`config.mk`:
```
export PLATFORM = sky130hd
export DESIGN_NAME = down_counter_underflow
export DESIGN_NICKNAME = d
export VERILOG_FILES = /design/src/rtl/down_counter_underflow.sv
export SDC_FILE = /design/constraint.sdc
export NUM_CORES = 1
export LEC_CHECK = 0
export ABC_CLOCK_PERIOD_IN_PS = 1800
export CORE_MARGIN = 3
export CORE_UTILIZATION = 45
export CTS_BUF_LIST = sky130_fd_sc_hd__clkbuf_16
export DETAILED_ROUTE_END_ITERATION = 7
export PLACE_DENSITY = 0.8
export SETUP_SLACK_MARGIN = 0.3
export SYNTH_ARGS = -nofsm -noshare
export SYNTH_HDL_FRONTEND = slang
export SYNTH_SLANG_ARGS = --single-unit
export TNS_END_PERCENT = 30
```
`constraint.sdc`:
```
create_clock -name clk -period 1.8 [get_ports clk]
set_input_delay 0.36 -clock clk [delete_from_list [all_inputs] [get_ports clk]]
set_output_delay 0.36 -clock clk [all_outputs]
set_load 0.01 [all_outputs]
```
`src/rtl/down_counter_underflow.sv`:
```
// Loadable down-counter with sticky and pulsed underflow reporting.
// Optional auto-reload turns it into a periodic tick/timeout source.
//
// state | meaning
// IDLE  | after reset, waiting for the first load; enable ignored
// RUN   | counting down on enable
// HALT  | underflowed with auto_reload=0; holds at zero until reloaded
module down_counter_underflow #(
    parameter int WIDTH = 4
) (
    input  logic             clk,
    input  logic             reset,
    input  logic             load,
    input  logic [WIDTH-1:0] load_value,
    input  logic             enable,
    input  logic             auto_reload,
    input  logic             clear_underflow,
    output logic [WIDTH-1:0] counter_out,
    output logic             underflow_out,
    output logic             underflow_pulse,
    output logic             zero_out,
    output logic             busy_out
);

    typedef enum logic [1:0] {
        IDLE = 2'd0,
        RUN  = 2'd1,
        HALT = 2'd2
    } state_t;

    localparam logic [WIDTH-1:0] ZERO = '0;
    localparam logic [WIDTH-1:0] ONE  = WIDTH'(1);

    state_t           state;
    logic [WIDTH-1:0] reload_reg;

    always_ff @(posedge clk or posedge reset) begin
        if (reset) begin
            state           <= IDLE;
            counter_out     <= ZERO;
            reload_reg      <= ZERO;
            underflow_out   <= 1'b0;
            underflow_pulse <= 1'b0;
            zero_out        <= 1'b1;
            busy_out        <= 1'b0;
        end else begin
            underflow_pulse <= 1'b0;
            if (clear_underflow)
                underflow_out <= 1'b0;

            if (load) begin
                counter_out <= load_value;
                reload_reg  <= load_value;
                state       <= RUN;
                busy_out    <= 1'b1;
                zero_out    <= (load_value == ZERO);
            end else if (state == RUN && enable) begin
                if (counter_out != ZERO) begin
                    counter_out <= counter_out - ONE;
                    zero_out    <= (counter_out == ONE);
                end else begin
                    // Underflow event; the set below overrides a same-edge clear.
                    underflow_pulse <= 1'b1;
                    underflow_out   <= 1'b1;
                    if (auto_reload) begin
                        counter_out <= reload_reg;
                        zero_out    <= (reload_reg == ZERO);
                    end else begin
                        state    <= HALT;
                        busy_out <= 1'b0;
                        zero_out <= 1'b1;
                    end
                end
            end
        end
    end

endmodule

```
==> results.sh <==
export IMPL_stdcell_area_sq_um=1110
export IMPL_status="finished clean"
export IMPL_synth_edf_count=0
export IMPL_hold_viol_final=0
export IMPL_dr_total_vias=638
export IMPL_dominantRegCellSynth="dfrtp_1"
export IMPL_antenna_found_initial=0
export IMPL_final_hold_worst_slack_ns=0.442
export IMPL_slowest_delay_ns=0.58
export IMPL_synth_async_sr_flop_share=1.00
export IMPL_area_growth_pct=57.8
export IMPL_cell_with_the_largest_stage_delay_on_the_worst_path="clkdlybuf4s50_1"
export IMPL_synth_simple_gate_area_share=0.222
export IMPL_route_detailed_drc=0
export IMPL_rsz_0062_raised_after_global_routing="true"
export IMPL_drt_first_pass_iters=4
export IMPL_report_final_slew_viol_count=0
export IMPL_layout_cell_share_with_drive_strength_beyond_1=0.343
export IMPL_gpl_final_weighted_congestion=0.816
export IMPL_final_period_minus_worst_setup_slack_ns=1.56
export IMPL_post_synth_xor_area_fraction=0
export IMPL_worstSetupStartpointType="flop"
export IMPL_timing_setup_critical_path_class="reg2out"
export IMPL_cts_htree_levels=1
export IMPL_final_antenna_net_count=0
export IMPL_via_count_of_the_first_global_routing_pass=635
export IMPL_drt_total_wl_um=1870
export IMPL_maximum_number_of_pins_on_one_net_before_global_route_repair=14
export IMPL_drt_vias_per_instance=5.60
export IMPL_crit_chain="clkdlybuf4s50_1"
export IMPL_synth_area_in_compound_gates=0.156
export IMPL_fp_coreArea_sq_um=1380
export IMPL_finalSetupTns_ns=0
export IMPL_fin_crit_sh=0.864
export IMPL_standby_leakage_power_uw=0.000483
export IMPL_avgRoutedWirePerCell_um=16.4
export IMPL_place_area_sq_um=900
export IMPL_cts_buffers=3
export IMPL_port_buffers=17
export IMPL_power_density_nw_per_um2=1120
export IMPL_fin_total_pwr_uw=1250
export IMPL_adder_and_majority_cell_fraction_of_the_synthesized_area=0.0355
export IMPL_place_detailed_instances=101
export IMPL_critical_path_end_type="output port"
export IMPL_synth_area_sq_um=706
export IMPL_arrival_time_at_the_worst_endpoint_ns=1.20
export IMPL_cp_max_fo=3
export IMPL_cts_path_max_buffers=2
export IMPL_nets=112
export IMPL_critPathTopFamily="buffers and inverters"
export IMPL_tritoncts="yes"
export IMPL_chipHeight_um=45.6
export IMPL_timing_critical_path_buf_inv=1
export IMPL_syn_mean_instance_area_sq_um=10.2
export IMPL_grt_util_all_layers=0.214
export IMPL_cts_root_buffer_cell="clkbuf_16"
export IMPL_diodes=0
export IMPL_netlist_instances=69
export IMPL_final_setup_skew_ns=0.00185
export IMPL_final_setup_viol_count=0
export IMPL_boundaryPins=18
export IMPL_maxClockFrequency_mhz=643
export IMPL_irDropWorstVdd_mv=0.719
export IMPL_worst_slew_pin_slew_ns=0.491
export IMPL_synth_top_family_by_area="simple AND/OR/NAND/NOR gates"
export IMPL_floorplan_die_area_sq_um=2080
export IMPL_seq_area_frac_synth=0.463
export IMPL_drv_cap=0
export IMPL_first_pass_grt_wire_length_um=3080
export IMPL_initial_utilization=0.510
export IMPL_critical_path_required_ns=1.44
export IMPL_instances_no_fill=114
export IMPL_synth_fp_nets=81
export IMPL_drt_first_iter_violations=44
export IMPL_yosys_mux_area_fraction=0.0798
export IMPL_cts_clk_slew_worst_paths_ns=0.04
export IMPL_ys_ff_latch=13
export IMPL_cts_hold_fix_buffers=0
export IMPL_max_slew_margin=0.672
export IMPL_overflow=0
export IMPL_worstHoldPathType="in2async"
export IMPL_cts_num_sinks=13
export IMPL_row_count=13
export IMPL_die_x_um=45.6
export IMPL_synth_yosys_warnings=0
export IMPL_synth_lib_cells_used_distinct=29
export IMPL_latest_clock_arrival_within_the_worst_skew_pair_ns=0.24
export IMPL_hpwlAfterDp_um=1130
## path summary, 6_finish.rpt
| path | slack, ns | depth (start not counted) | start | to |
|---|---|---|---|---|
| max in group asynchronous | 1.00 | 2 | reset | counter_out[3]$_DFFE_PP0P_ |
| min | 0.44 | 2 | reset | state[0]$_DFFE_PP0P_ |
| max reg2reg | 0.29 | 7 | counter_out[0]$_DFFE_PP0P_ | counter_out[1]$_DFFE_PP0P_ |
| max | 0.24 | 1 | state[0]$_DFFE_PP0P_ | busy_out |
| min reg2reg | 0.51 | 2 | state[1]$_DFFE_PP0P_ | state[1]$_DFFE_PP0P_ |
| min in group clk | 0.51 | 2 | state[1]$_DFFE_PP0P_ | state[1]$_DFFE_PP0P_ |
## power breakdown
part / total, uW / internal, uW / leakage [uW] / switching (uW)
clock: 409 / 292 / 0.0000423 / 117
combinational: 456 / 244 / 0.000288 / 212
sequential: 381 / 342 / 0.000153 / 39.1
## cells in the mapped netlist (all sizes together) (2+ instances only)
master | n | share of area
dfrtp | 12 | 0.43
nor2 | 8 | 0.043
o21ai | 6 | 0.043
inv | 5 | 0.027
mux2 | 5 | 0.080
nand2 | 5 | 0.027
nor3 | 3 | 0.037
buf | 2 | 0.018
ha | 2 | 0.035
nand2b | 2 | 0.018
nor2b | 2 | 0.018
nor4 | 2 | 0.018
o31ai | 2 | 0.021
## layout by cell type, fill, tap and decap left out, types with 2 or more instances in the layout
master and instances:
clkdlybuf4s50_1 13, dfrtp_1 10, o31ai_1 2, buf_4 10
inv_1 4, dlymetal6s2s_1 2, dfrtp_2 2, mux2_2 5
nor2_1 8, dlygate4sd2_1 2, clkbuf_16 3, inv_2 2
nand2_1 5, o21ai_0 4, nand2b_1 2
## timing repair
item,in CTS,in global routing
pin swaps,0,1
cloned,0,0
gates resized for setup,13,6
setup buffers,5,4
setup endpoints to repair,12,13
## area by class of cell
cell class	instances	area, sq um
Sequential cell	13	329
Clock inverter	1	3.75
Fill cell	77	269
Inverter	5	18.8
Tap cell	15	18.8
Timing Repair Buffer	28	259
Clock buffer	3	75.1
Multi-Input combinational cell	49	409
## worst register-to-register path, delay by kind of cell (launching register included)
| kind | cells | cell delay (ns) |
|---|---|---|
| AOI/OAI and AO/OA | 2 | 0.31 |
| adders and majority gates | 1 | 0.18 |
| buffers and inverters | 2 | 0.24 |
| DFF | 1 | 0.41 |
| and+or+nand+nor | 2 | 0.25 |
## stage by stage
step,util,setup WS [ns]
global route,0.805,0.225
finish,0.805,0.245
CTS,0.774,0.165
floorplan,-,0.301
global placement,0.651,0.0884
detailed placement,0.651,0.0132
## routing by layer
layer	up-vias	global-route usage	part of all wire
li1	305	-	-
met1	295	0.284	0.42
met2	34	0.320	0.50
met3	4	0.0435	0.062
met4	0	0.123	0.019
met5	-	0	0
## cells by family after synthesis
logic type | count (synthesis)
DFF | 13
muxes | 5
buffers and inverters | 7
adders and majority gates | 2
and+or+nand+nor | 26
AOI/OAI and AO/OA | 16
(Power assumes the default switching activity.)
